File: src/rtl/insn_encoder_pkg.sv
// Shared ISA definitions for the instruction encoder (and the decode side).
//   - fmt_e       : instruction format codes carried on fmt_i (6,7 are illegal)
//   - OPC_*       : base RV32I major opcodes
//   - *_LSB       : bit positions of the fixed register/funct fields
//   - IMM_BITS_*  : signed immediate widths per format for range checking
//   - sext_mismatch() : true when a 32-bit value is not the sign extension
//                       of its low nbits bits
package insn_encoder_pkg;

  typedef enum logic [2:0] {
    FMT_R = 3'd0,
    FMT_I = 3'd1,
    FMT_S = 3'd2,
    FMT_B = 3'd3,
    FMT_U = 3'd4,
    FMT_J = 3'd5
  } fmt_e;

  localparam logic [6:0] OPC_LUI    = 7'b0110111;
  localparam logic [6:0] OPC_AUIPC  = 7'b0010111;
  localparam logic [6:0] OPC_JAL    = 7'b1101111;
  localparam logic [6:0] OPC_BRANCH = 7'b1100011;
  localparam logic [6:0] OPC_STORE  = 7'b0100011;
  localparam logic [6:0] OPC_OP_IMM = 7'b0010011;
  localparam logic [6:0] OPC_OP     = 7'b0110011;

  localparam int unsigned RD_LSB  = 7;
  localparam int unsigned F3_LSB  = 12;
  localparam int unsigned RS1_LSB = 15;
  localparam int unsigned RS2_LSB = 20;
  localparam int unsigned F7_LSB  = 25;

  localparam int unsigned IMM_BITS_IS = 12;
  localparam int unsigned IMM_BITS_B  = 13;
  localparam int unsigned IMM_BITS_J  = 21;

  // Bits [31:nbits-1] must all agree for imm to equal sext(imm[nbits-1:0]).
  function automatic logic sext_mismatch(input logic [31:0] imm,
                                         input int unsigned nbits);
    logic [31:0] upper;
    upper = 32'hFFFF_FFFF << (nbits - 1);
    return ((imm & upper) != 32'h0) && ((imm & upper) != upper);
  endfunction

endpackage

File: src/rtl/insn_encoder_fifo.sv
// insn_fifo: small first-word-fall-through FIFO holding {err, insn} words.
//   clk_i   in   clock, rising edge
//   rst_i   in   asynchronous active-high reset (pointers/count cleared)
//   push_i  in   write data_i when not full
//   pop_i   in   drop head when not empty
//   data_i  in   W-bit entry to write
//   ready_o out  not full (count < DEPTH)
//   valid_o out  not empty
//   data_o  out  head entry (meaningful only while valid_o)
// DEPTH must be a power of two >= 2 so the pointers wrap naturally.
module insn_fifo #(
  parameter int DEPTH = 2,
  parameter int W     = 33
) (
  input  logic         clk_i,
  input  logic         rst_i,
  input  logic         push_i,
  input  logic         pop_i,
  input  logic [W-1:0] data_i,
  output logic         ready_o,
  output logic         valid_o,
  output logic [W-1:0] data_o
);

  localparam int AW = $clog2(DEPTH);
  localparam logic [AW:0] FULL_CNT = (AW+1)'(DEPTH);

  logic [AW-1:0] wr_ptr_q, wr_ptr_d;
  logic [AW-1:0] rd_ptr_q, rd_ptr_d;
  logic [AW:0]   count_q, count_d;
  logic [W-1:0]  mem_q [DEPTH];
  logic          push_ok, pop_ok;

  assign ready_o = (count_q != FULL_CNT);
  assign valid_o = (count_q != '0);
  // A full FIFO refuses the push even when the head pops in the same cycle.
  assign push_ok = push_i & ready_o;
  assign pop_ok  = pop_i & valid_o;
  assign data_o  = mem_q[rd_ptr_q];

  always_comb begin
    wr_ptr_d = wr_ptr_q;
    rd_ptr_d = rd_ptr_q;
    count_d  = count_q;
    if (push_ok) wr_ptr_d = wr_ptr_q + 1'b1;
    if (pop_ok)  rd_ptr_d = rd_ptr_q + 1'b1;
    case ({push_ok, pop_ok})
      2'b10:   count_d = count_q + 1'b1;
      2'b01:   count_d = count_q - 1'b1;
      default: count_d = count_q;
    endcase
  end

  always_ff @(posedge clk_i or posedge rst_i) begin
    if (rst_i) begin
      wr_ptr_q <= '0;
      rd_ptr_q <= '0;
      count_q  <= '0;
    end else begin
      wr_ptr_q <= wr_ptr_d;
      rd_ptr_q <= rd_ptr_d;
      count_q  <= count_d;
    end
  end

  // Storage is not reset; the top gates the head with valid_o.
  always_ff @(posedge clk_i) begin
    if (push_ok) mem_q[wr_ptr_q] <= data_i;
  end

endmodule

File: src/rtl/insn_encoder.sv
// insn_encoder: packs format/opcode/register fields and a 32-bit immediate
// into one RV32I instruction word, range-checks the immediate, and buffers
// {err, insn} in a small FIFO behind valid/ready handshakes.
//   clk_i, rst_i            clock (rising) / asynchronous active-high reset
//   in_valid_i, in_ready_o  request handshake (accept = valid & ready)
//   fmt_i                   0=R 1=I 2=S 3=B 4=U 5=J, 6/7 illegal
//   opcode_i, rd_i, rs1_i, rs2_i, funct3_i, funct7_i, imm_i  request fields
//   out_valid_o, out_ready_i  result handshake (pop = valid & ready)
//   insn_o, err_o           head word and its error flag (0 while empty)
//   err_cnt_o               saturating count of accepted requests with err
module insn_encoder
  import insn_encoder_pkg::*;
#(
  parameter int DEPTH     = 2,
  parameter int ERR_CNT_W = 8
) (
  input  logic                 clk_i,
  input  logic                 rst_i,
  input  logic                 in_valid_i,
  output logic                 in_ready_o,
  input  logic [2:0]           fmt_i,
  input  logic [6:0]           opcode_i,
  input  logic [4:0]           rd_i,
  input  logic [4:0]           rs1_i,
  input  logic [4:0]           rs2_i,
  input  logic [2:0]           funct3_i,
  input  logic [6:0]           funct7_i,
  input  logic [31:0]          imm_i,
  output logic                 out_valid_o,
  input  logic                 out_ready_i,
  output logic [31:0]          insn_o,
  output logic                 err_o,
  output logic [ERR_CNT_W-1:0] err_cnt_o
);

  fmt_e        fmt;
  logic [31:0] f_op, f_rd, f_rs1, f_rs2, f_f3, f_f7;
  logic [31:0] enc_insn;
  logic        enc_err;
  logic        accept;
  logic [32:0] head;
  logic [ERR_CNT_W-1:0] err_cnt_q, err_cnt_d;

  assign fmt = fmt_e'(fmt_i);

  // Fixed fields pre-positioned so each format is just an OR of its parts.
  assign f_op  = {25'b0, opcode_i[6:2], 2'b11};
  assign f_rd  = 32'(rd_i)     << RD_LSB;
  assign f_f3  = 32'(funct3_i) << F3_LSB;
  assign f_rs1 = 32'(rs1_i)    << RS1_LSB;
  assign f_rs2 = 32'(rs2_i)    << RS2_LSB;
  assign f_f7  = 32'(funct7_i) << F7_LSB;

  // On a range error the word is still packed from the low immediate bits.
  always_comb begin
    enc_insn = '0;
    enc_err  = 1'b0;
    case (fmt)
      FMT_R: begin
        enc_insn = f_f7 | f_rs2 | f_rs1 | f_f3 | f_rd | f_op;
      end
      FMT_I: begin
        enc_insn = {imm_i[11:0], 20'b0} | f_rs1 | f_f3 | f_rd | f_op;
        enc_err  = sext_mismatch(imm_i, IMM_BITS_IS);
      end
      FMT_S: begin
        enc_insn = {imm_i[11:5], 25'b0} | f_rs2 | f_rs1 | f_f3
                 | {20'b0, imm_i[4:0], 7'b0} | f_op;
        enc_err  = sext_mismatch(imm_i, IMM_BITS_IS);
      end
      FMT_B: begin
        enc_insn = {imm_i[12], imm_i[10:5], 25'b0} | f_rs2 | f_rs1 | f_f3
                 | {20'b0, imm_i[4:1], imm_i[11], 7'b0} | f_op;
        enc_err  = sext_mismatch(imm_i, IMM_BITS_B) | imm_i[0];
      end
      FMT_U: begin
        enc_insn = {imm_i[31:12], 12'b0} | f_rd | f_op;
        enc_err  = |imm_i[11:0];
      end
      FMT_J: begin
        enc_insn = {imm_i[20], imm_i[10:1], imm_i[11], imm_i[19:12], 12'b0}
                 | f_rd | f_op;
        enc_err  = sext_mismatch(imm_i, IMM_BITS_J) | imm_i[0];
      end
      default: begin
        enc_insn = '0;
        enc_err  = 1'b1;
      end
    endcase
  end

  assign accept = in_valid_i & in_ready_o;

  insn_fifo #(
    .DEPTH (DEPTH),
    .W     (33)
  ) u_fifo (
    .clk_i   (clk_i),
    .rst_i   (rst_i),
    .push_i  (accept),
    .pop_i   (out_ready_i),
    .data_i  ({enc_err, enc_insn}),
    .ready_o (in_ready_o),
    .valid_o (out_valid_o),
    .data_o  (head)
  );

  // Empty FIFO presents zeros rather than stale storage.
  assign insn_o = out_valid_o ? head[31:0] : 32'h0;
  assign err_o  = out_valid_o & head[32];

  always_comb begin
    err_cnt_d = err_cnt_q;
    if (accept && enc_err && !(&err_cnt_q)) err_cnt_d = err_cnt_q + 1'b1;
  end

  always_ff @(posedge clk_i or posedge rst_i) begin
    if (rst_i) err_cnt_q <= '0;
    else       err_cnt_q <= err_cnt_d;
  end

  assign err_cnt_o = err_cnt_q;

endmodule

File: config.mk
export PLATFORM = sky130hd
export DESIGN_NAME = insn_encoder
export DESIGN_NICKNAME = d
export VERILOG_FILES = /design/src/rtl/insn_encoder_pkg.sv /design/src/rtl/insn_encoder_fifo.sv /design/src/rtl/insn_encoder.sv
export SDC_FILE = /design/constraint.sdc
export NUM_CORES = 1
export LEC_CHECK = 0
export CORE_MARGIN = 5
export CORE_UTILIZATION = 43
export CTS_BUF_LIST = sky130_fd_sc_hd__clkbuf_16
export CTS_CLUSTER_DIAMETER = 100
export CTS_CLUSTER_SIZE = 16
export DETAILED_ROUTE_END_ITERATION = 6
export PLACE_DENSITY = 0.77
export SLEW_MARGIN = 20
export SYNTH_ARGS = -nofsm -noshare
export SYNTH_HDL_FRONTEND = slang
export SYNTH_SLANG_ARGS = --single-unit
File: constraint.sdc
create_clock -name clk_i -period 2.4 [get_ports clk_i]
set_input_delay 0.48 -clock clk_i [delete_from_list [all_inputs] [get_ports clk_i]]
set_output_delay 0.48 -clock clk_i [all_outputs]
set_load 0.01 [all_outputs]
==> results of run 1 <==
[final cells by class]
class	instances	area, sq um	share of cell area (%)
tap	108	135	2.36
multi-input combinational	219	1480	25.9
inverter	10	37.5	0.656
sequential	76	2220	38.9
clock inverter	7	90.1	1.58
clock buffer	9	225	3.94
timing repair buffer	161	1520	26.7
[Yosys cell counts, drive strengths merged]
master and number:
edfxtp 64, nor2 46, mux2i 40, o21ai 19, nand2 17, clkbuf 15, a21oi 13, dfrtp 12
inv 10, xor2 9, a22o 8, nor4 8, nand4 7, nor2b 7, a22oi 6, and2 6
nand3 6, a31oi 4, xnor2 4, buf 3, mux2 3, a2bb2oi 2, ha 2, o211ai 2
a211oi 1, a21boi 1, a32oi 1, and3 1, nand2b 1, nor3 1, o22ai 1, o2bb2ai 1
o311a 1, o31ai 1
[layer usage]
| layer | global-route usage (%) | vias up |
|---|---|---|
| met3 | 5.03 | 13 |
| met2 | 32.0 | 114 |
| met5 | 0 | - |
| li1 | - | 1505 |
| met1 | 22.4 | 1480 |
| met4 | 7.86 | 0 |
[worst min path at each step]
stage                     cells after the start                           to
after CTS                                     2     err_cnt_o[5]$_DFFE_PP0P_
after global routing                          2  u_fifo.wr_ptr_q$_DFFE_PP0P_
after global placement                        1     err_cnt_o[7]$_DFFE_PP0P_
final                                         2  u_fifo.wr_ptr_q$_DFFE_PP0P_
after detailed placement                      1     err_cnt_o[7]$_DFFE_PP0P_
after floorplan                               1     err_cnt_o[0]$_DFFE_PP0P_
[cells by family (layout without fill, tap and decap cells)]
logic type	after synthesis	count (layout)	synth area share [%]
xor+xnor	13	13	3.00
flops	76	76	58.6
mux	43	43	11.5
buf+inv	28	187	2.94
compound gates	61	61	10.8
simple gates	100	100	12.5
fa+ha+maj	2	2	0.660
[power by group]
group / switching (W) / internal, W / total (W) / leakage, nW
Combinational: 0.00120 / 0.00136 / 0.00256 / 1.35
Clock: 0.000510 / 0.000908 / 0.00142 / 0.159
Sequential: 0.000191 / 0.00185 / 0.00204 / 0.744
[stage by stage]
stage | instance area [sq um] | setup TNS, ns | util (%) | setup slack, ns
after CTS | 5710 | 0 | 65.7 | 0.00810
after detailed placement | 5390 | -1.80 | 62.1 | -0.300
final | 5720 | 0 | 65.9 | 0.0938
after global routing | 5720 | 0 | 65.9 | 0.0152
after floorplan | 3800 | 0 | - | 0.412
after global placement | 5390 | -1.48 | 62.1 | -0.258
[sequential cells by signal, summed over array words and instances (netlist names)]
signal           count
u_fifo.wr_ptr_q      1
u_fifo.mem_q        64
err_cnt_o            8
u_fifo.rd_ptr_q      1
u_fifo.count_q       2
==> results.txt, run 1 <==
Seq/Total Area, Yosys -> 58.6%
layout cell share with drive strength beyond 1 -> 15.8%
Total GRT Usage -> 18.8%
Mapped Area -> 0.00379 sq mm
most frequent cells in the layout -> clkdlybuf4s50_1, edfxtp_1, buf_4
IO buf count -> 111
status -> finished clean
CTS tree -> built
TritonRoute pass-1 iters -> 5
Nets -> 550
WP buf/inv -> 2
Row Count -> 34
Peak VDD IR -> 0.546 mV
yosys warns -> 0
highest routed layer -> met4
Pins Over Slew Limit -> 0
Pwr per Cell Area -> 1050 mW/mm^2
Worst slew margin -> 68.9%
R2R Setup Slk -> 0.33 ns
post-route DRC violation count -> 0
maximum fanout along the worst path -> 7
DP Cell Count -> 574
RR Endpoint -> err_cnt_o[1]$_DFFE_PP0P_
first-pass GRT wire length -> 16.4 mm
Bufs on Longest Clock Path -> 2
minimum clock period -> 2.31 ns
CP max stage cell -> clkdlybuf4s50_1
Slew @ Worst Pin -> 0.466 ns
most common cell after layout, fill and taps aside -> clkdlybuf4s50_1
DIE AREA -> 0.0108 sq mm
clk root buf -> clkbuf_16
CP endpoint -> err_cnt_o[1]$_DFFE_PP0P_
Synth top area share -> 50.7%
syn_nets -> 396
Die H -> 104 um
WS Path Type -> primary input to flop
clock sinks -> 76
worst hold path class -> primary input to asynchronous set/reset pin
final hold slack -> 0.468 ns
max incr delay on CP -> 0.45 ns
Setup Viol. Count Final -> 0
Setup crit start kind -> primary input
f_max -> 434 MHz
RSZ-0062 raised after global routing -> false
max-cap violations -> 0
final clock skew -> 0.00416 ns
hpwl dp -> 7.59 mm
worst path required time -> 2.61 ns
Initial Utilization -> 43.7%
met2 WL -> 5.23 mm
final global-route overflow total -> 0
Clk Latency, worst-skew pair -> 0.33 ns
critical path endpoint category -> flop
pin count of the biggest net entering global routing -> 33
vias in the first global route -> 3332
CTS resizes -> 0
antenna violations before repair -> 0
post-synthesis cell type count -> 41
filler cell count -> 683
via density per instance -> 5.27
Ant. Diodes -> 0
Die W -> 104 um
critical path startpoint -> imm_i[18]
post-route ant nets -> 0
Core Footprint -> 0.00868 sq mm
FF+latch count, synth -> 76
average wire per standard cell -> 17.3 um
Reg clk slew, reported paths -> 0.06 ns
crit path DAT -> 2.52 ns
Setup Fix Bufs, Post-CTS -> 0
H-tree Lvls -> 3
Cell Chain, Critical Path -> clkdlybuf4s50_1 -> nor4_2 -> buf_4 -> nand2_1 -> o311a_1 -> a2bb2oi_4 -> nand2_4 -> mux2_4
cells after synthesis -> 323
final hold vios -> 0
DRT iter0 DRCs -> 127
Top Ports -> 114
mean post-synth cell area -> 11.7 sq um
area delta synth->final -> 50.7%
Tot Pwr -> 0.00602 W
WP depth -> 8
met3 WL post-DR -> 623 um
Total Wirelength -> 10.2 mm
cell taking the most area after synthesis -> edfxtp_1
path depth of the worst reg2reg path -> 7
FF-to-FF Start -> err_cnt_o[0]$_DFFE_PP0P_
Worst path top cell family by delay -> buffers and inverters
ranking of synthesized cells by area -> edfxtp_1, mux2i_1, dfrtp_1, nor2_1, o21ai_0
crit share post-route -> 96.1%
non-filler instance count after layout -> 590
GPL Wtd Cong -> 0.835
Num CTS Buffers -> 9
met1 wire length -> 4.15 mm
DR vias -> 3112
Hold Buf Count CTS -> 0
Leak -> 2.26 nW
Note: power is estimated with default switching activity, not from simulation.
==> run 2, diff against run 1 <==
==> constraint.sdc (replaced) <==
create_clock -name clk_i -period 2.4 [get_ports clk_i]
set_input_delay 0.24 -clock clk_i [delete_from_list [all_inputs] [get_ports clk_i]]
set_output_delay 0.24 -clock clk_i [all_outputs]
set_load 0.01 [all_outputs]
==> run 2 against run 1 <==
- clock skew up 0.0041 ns
- clock power about the same
- core utilization down 2.5 points
- routed wire length down 5.5%
- via count down 3.3%
- flip-flop and latch count unchanged
==> results.txt, run 2 (same netlist as run 1, synthesis figures left out) <==
final instance area -> 0.00550 sq mm
average wire per standard cell -> 17.2 um
final hold vios -> 0
DP Area -> 0.00518 sq mm
worst hold path class -> primary input to asynchronous set/reset pin
FF-to-FF Start -> err_cnt_o[1]$_DFFE_PP0P_
TritonRoute pass-1 iters -> 5
hpwl dp -> 7.26 mm
max-cap violations -> 0
Total GRT Usage -> 17.7%
Nets -> 522
most common cell after layout, fill and taps aside -> clkdlybuf4s50_1
IO buf count -> 111
Setup Viol. Count Final -> 0
Bufs on Longest Clock Path -> 2
Pwr per Cell Area -> 1080 mW/mm^2
f_max -> 451 MHz
post-route DRC violation count -> 0
NetSw -> 0.00185 W
Core Footprint -> 0.00868 sq mm
clock share of power -> 23.8%
status -> finished clean
Sw Ratio -> 31.3%
Die H -> 104 um
path depth of the worst reg2reg path -> 7
crit share post-route -> 92.4%
Setup crit start kind -> flop
critical path startpoint -> u_fifo.rd_ptr_q$_DFFE_PP0P_
Final Util -> 63.4%
Ant. Diodes -> 0
Hold Buf Count CTS -> 0
area delta synth->final -> 44.9%
Slew @ Worst Pin -> 0.504 ns
clock sinks -> 76
DP Cell Count -> 546
GPL Wtd Cong -> 0.864
internal power -> 0.00407 W
first-pass GRT wire length -> 15.3 mm
minimum clock period -> 2.22 ns
largest reg by FF count -> u_fifo.mem_q
via density per instance -> 5.35
vias in the first global route -> 3150
crit path DAT -> 1.98 ns
DR vias -> 3009
H-tree Lvls -> 3
Row Count -> 34
post-route ant nets -> 0
pin count of the biggest net entering global routing -> 25
sequential share of power -> 35.0%
RSZ-0062 raised after global routing -> false
critical path endpoint category -> primary output
Worst slew margin -> 66.4%
final clock skew -> 0.00825 ns
Leak -> 2.12 nW
most frequent cells in the layout -> clkdlybuf4s50_1, edfxtp_1, nor2_1
clk root buf -> clkbuf_16
DIE AREA -> 0.0108 sq mm
Top Ports -> 114
Initial Utilization -> 43.7%
non-filler instance count after layout -> 562
CTS tree -> built
Combinational Power Share -> 41.2%
Die W -> 104 um
final global-route overflow total -> 0
Pins Over Slew Limit -> 0
antenna violations before repair -> 0
worst path required time -> 2.16 ns
Total Wirelength -> 9.65 mm
CTS resizes -> 0
Clk Latency, worst-skew pair -> 0.33 ns
WS Path Type -> flop to primary output
maximum fanout along the worst path -> 24
Num CTS Buffers -> 9
Setup Fix Bufs, Post-CTS -> 0
Reg clk slew, reported paths -> 0.06 ns
layout cell share with drive strength beyond 1 -> 10.1%
Largest register FFs -> 64
Peak VDD IR -> 0.583 mV
DRT iter0 DRCs -> 88
[run 2: cell type report]
class / instances / area [sq um]
Tap cell: 108 / 135
Clock inverter: 7 / 92.6
Timing Repair Buffer: 133 / 1310
Clock buffer: 9 / 225
Fill cell: 698 / 3180
Inverter: 10 / 37.5
Sequential cell: 76 / 2220
Multi-Input combinational cell: 219 / 1470
[run 2: power by group through the flow]
stage	Clock [W]	Combinational, W	Sequential [W]
6_report	0.00141	0.00244	0.00207
5_1_grt	0.00148	0.00266	0.00211
2_1_floorplan	0	0.00122	0.00204
3_3_place_gp	0	0.00244	0.00208
3_5_place_dp	0	0.00248	0.00210
4_1_cts	0.00143	0.00249	0.00208
[run 2: worst paths after layout]
check | endpoint | slack (ns)
setup / recovery | insn_o[25] | 0.18
hold / removal | u_fifo.count_q[0]$_DFFE_PP0P_ | 0.23
setup reg to reg | err_cnt_o[1]$_DFFE_PP0P_ | 0.34
hold reg to reg | err_cnt_o[7]$_DFFE_PP0P_ | 0.50
max in group asynchronous | u_fifo.rd_ptr_q$_DFFE_PP0P_ | 1.82
min in group clk_i | err_cnt_o[7]$_DFFE_PP0P_ | 0.50
[run 2: per-stage QoR]
stage	power [W]	setup slack (ns)	TNS (ns)	hold WS [ns]
after detailed placement	0.00458	-0.0152	-0.0152	0.497
final	0.00593	0.183	0	0.232
after floorplan	0.00325	0.412	0	0.105
after global routing	0.00626	0.0703	0	0.289
after CTS	0.00599	0.152	0	0.246
after global placement	0.00452	-0.0437	-0.0663	0.490
[run 2: routing by layer]
metal / part of all wire (%) / up-vias / GRT usage (%)
met1: 41 / 1410 / 21.5
met5: 0 / - / 0
met3: 6.3 / 18 / 4.03
li1: - / 1456 / -
met4: 2.3 / 0 / 8.70
met2: 51 / 125 / 29.5
[run 2: worst max-delay path: stages, from the launching register on]
cell             delay (ns)
dfrtp_2                0.56
buf_12                 0.26
mux2i_1                0.10
nor2_1                 0.15
clkdlybuf4s50_1        0.57
==> run 3, diff against run 2 <==
CORE_UTILIZATION = 45   (was 43)
PLACE_DENSITY = 0.81   (was 0.77)
clock period = 2.17 ns   (was 2.4 ns; I/O delays follow)
==> run 3 against run 2 <==
- sequential power grew 7%
- non-clock buffer count grew 27
- worst hold slack lost 0.031 ns
- clock power grew 11%
- routed wire length shrank 0.98%
- design area grew 3.3%
- largest power group unchanged
==> results.txt, run 3 (same netlist as run 1, synthesis figures left out) <==
max incr delay on CP -> 0.43 ns
Setup Viol. Count Final -> 0
Die H -> 102 um
Combinational Power Share -> 42.8%
Setup crit start kind -> primary input
RSZ-0062 raised after global routing -> false
DIE AREA -> 0.0104 sq mm
largest reg by FF count -> u_fifo.mem_q
via density per instance -> 5.28
worst path required time -> 2.38 ns
path depth of the worst reg2reg path -> 7
clk root buf -> clkbuf_16
f_max -> 489 MHz
Row Count -> 33
Tot Pwr -> 0.00660 W
average wire per standard cell -> 16.3 um
WP depth -> 8
area delta synth->final -> 49.7%
Leak -> 2.24 nW
Nets -> 549
Slew @ Worst Pin -> 0.472 ns
worst hold path class -> primary input to asynchronous set/reset pin
Pwr per Cell Area -> 1160 mW/mm^2
Top Ports -> 114
Total GRT Usage -> 19.6%
Total Wirelength -> 9.55 mm
TNS Setup -> 0 ns
layout cell share with drive strength beyond 1 -> 15.0%
minimum clock period -> 2.04 ns
maximum fanout along the worst path -> 7
Hold Buf Count CTS -> 0
Setup Fix Bufs, Post-CTS -> 0
H-tree Lvls -> 3
Die W -> 102 um
most frequent cells in the layout -> clkdlybuf4s50_1, edfxtp_1, buf_4
DP Cell Count -> 570
Worst slew margin -> 68.5%
Reg clk slew, reported paths -> 0.06 ns
final instance area -> 0.00568 sq mm
Bufs on Longest Clock Path -> 2
max-cap violations -> 0
non-filler instance count after layout -> 586
DRT iter0 DRCs -> 128
Largest register FFs -> 64
clock sinks -> 76
crit path DAT -> 2.25 ns
CP max stage cell -> clkdlybuf4s50_1
Sw Ratio -> 31.1%
final hold slack -> 0.201 ns
antenna violations before repair -> 0
WP buf/inv -> 2
post-route DRC violation count -> 0
DR vias -> 3093
clock share of power -> 23.6%
critical path endpoint category -> flop
TritonRoute pass-1 iters -> 4
Pins Over Slew Limit -> 0
CTS resizes -> 0
IO buf count -> 111
Peak VDD IR -> 0.792 mV
CTS tree -> built
status -> finished clean
Initial Utilization -> 46.2%
Worst path top cell family by delay -> buffers and inverters
pin count of the biggest net entering global routing -> 34
Cell Chain, Critical Path -> clkdlybuf4s50_1 -> nor4_1 -> buf_4 -> nand2_1 -> o311a_1 -> a2bb2oi_4 -> nand2_4 -> mux2_4
WS Path Type -> primary input to flop
Ant. Diodes -> 0
final global-route overflow total -> 0
vias in the first global route -> 3267
first-pass GRT wire length -> 15.8 mm
Clk Latency, worst-skew pair -> 0.33 ns
most common cell after layout, fill and taps aside -> clkdlybuf4s50_1
hpwl dp -> 7.21 mm
crit share post-route -> 94.2%
filler cell count -> 586
final hold vios -> 0
NetSw -> 0.00205 W
Num CTS Buffers -> 9
post-route ant nets -> 0
Core Footprint -> 0.00822 sq mm
GPL Wtd Cong -> 0.855
DP Area -> 0.00537 sq mm
final clock skew -> 0.00425 ns
sequential share of power -> 33.7%
internal power -> 0.00455 W
-- run 3: cell types whose count changed in the layout (fill, tap and decap cells not counted), sizes merged --
cell	before	now
clkinvlp	1	0
inv	13	12
clkinv	1	3
buf	22	49
-- run 3: layout make-up --
cell class / instances / area, sq um / area share [%]
clock buffers: 9 / 225 / 3.96
clock inverters: 7 / 88.8 / 1.56
inverters: 10 / 37.5 / 0.661
multi-input cells: 219 / 1470 / 25.9
flip-flops and latches: 76 / 2220 / 39.1
well taps: 105 / 131 / 2.31
repair buffers: 160 / 1500 / 26.5
-- run 3: worst paths after layout --
kind,startpoint,slack [ns],to
min reg2reg,err_cnt_o[7]$_DFFE_PP0P_,0.52,err_cnt_o[7]$_DFFE_PP0P_
min in group clk_i,err_cnt_o[7]$_DFFE_PP0P_,0.52,err_cnt_o[7]$_DFFE_PP0P_
min,rst_i,0.20,err_cnt_o[4]$_DFFE_PP0P_
max,imm_i[18],0.13,err_cnt_o[1]$_DFFE_PP0P_
max in group asynchronous,rst_i,1.62,u_fifo.rd_ptr_q$_DFFE_PP0P_
max reg2reg,err_cnt_o[1]$_DFFE_PP0P_,0.24,err_cnt_o[1]$_DFFE_PP0P_
-- run 3: power by group through the flow --
stage | registers (W) | logic (W) | clock network [W]
finish | 0.00222 | 0.00282 | 0.00156
global route | 0.00227 | 0.00306 | 0.00167
CTS | 0.00222 | 0.00287 | 0.00157
detailed placement | 0.00225 | 0.00285 | 0
global placement | 0.00223 | 0.00281 | 0
floorplan | 0.00225 | 0.00135 | 0
-- run 3: metal layers --
metal | vias to the layer above | GRT usage, % | part of all wire, %
li1 | 1509 | - | -
met1 | 1452 | 24.2 | 40
met2 | 121 | 33.8 | 51
met3 | 11 | 5.73 | 7.1
met4 | 0 | 5.55 | 1.3
met5 | - | 0 | 0
-- run 3: through the flow --
| stage | setup WS [ns] | util [%] |
|---|---|---|
| CTS | 0.120 | 69.1 |
| floorplan | 0.182 | - |
| global placement | -0.207 | 65.3 |
| global route | 0.0533 | 69.1 |
| detailed placement | -0.212 | 65.3 |
| finish | 0.127 | 69.1 |
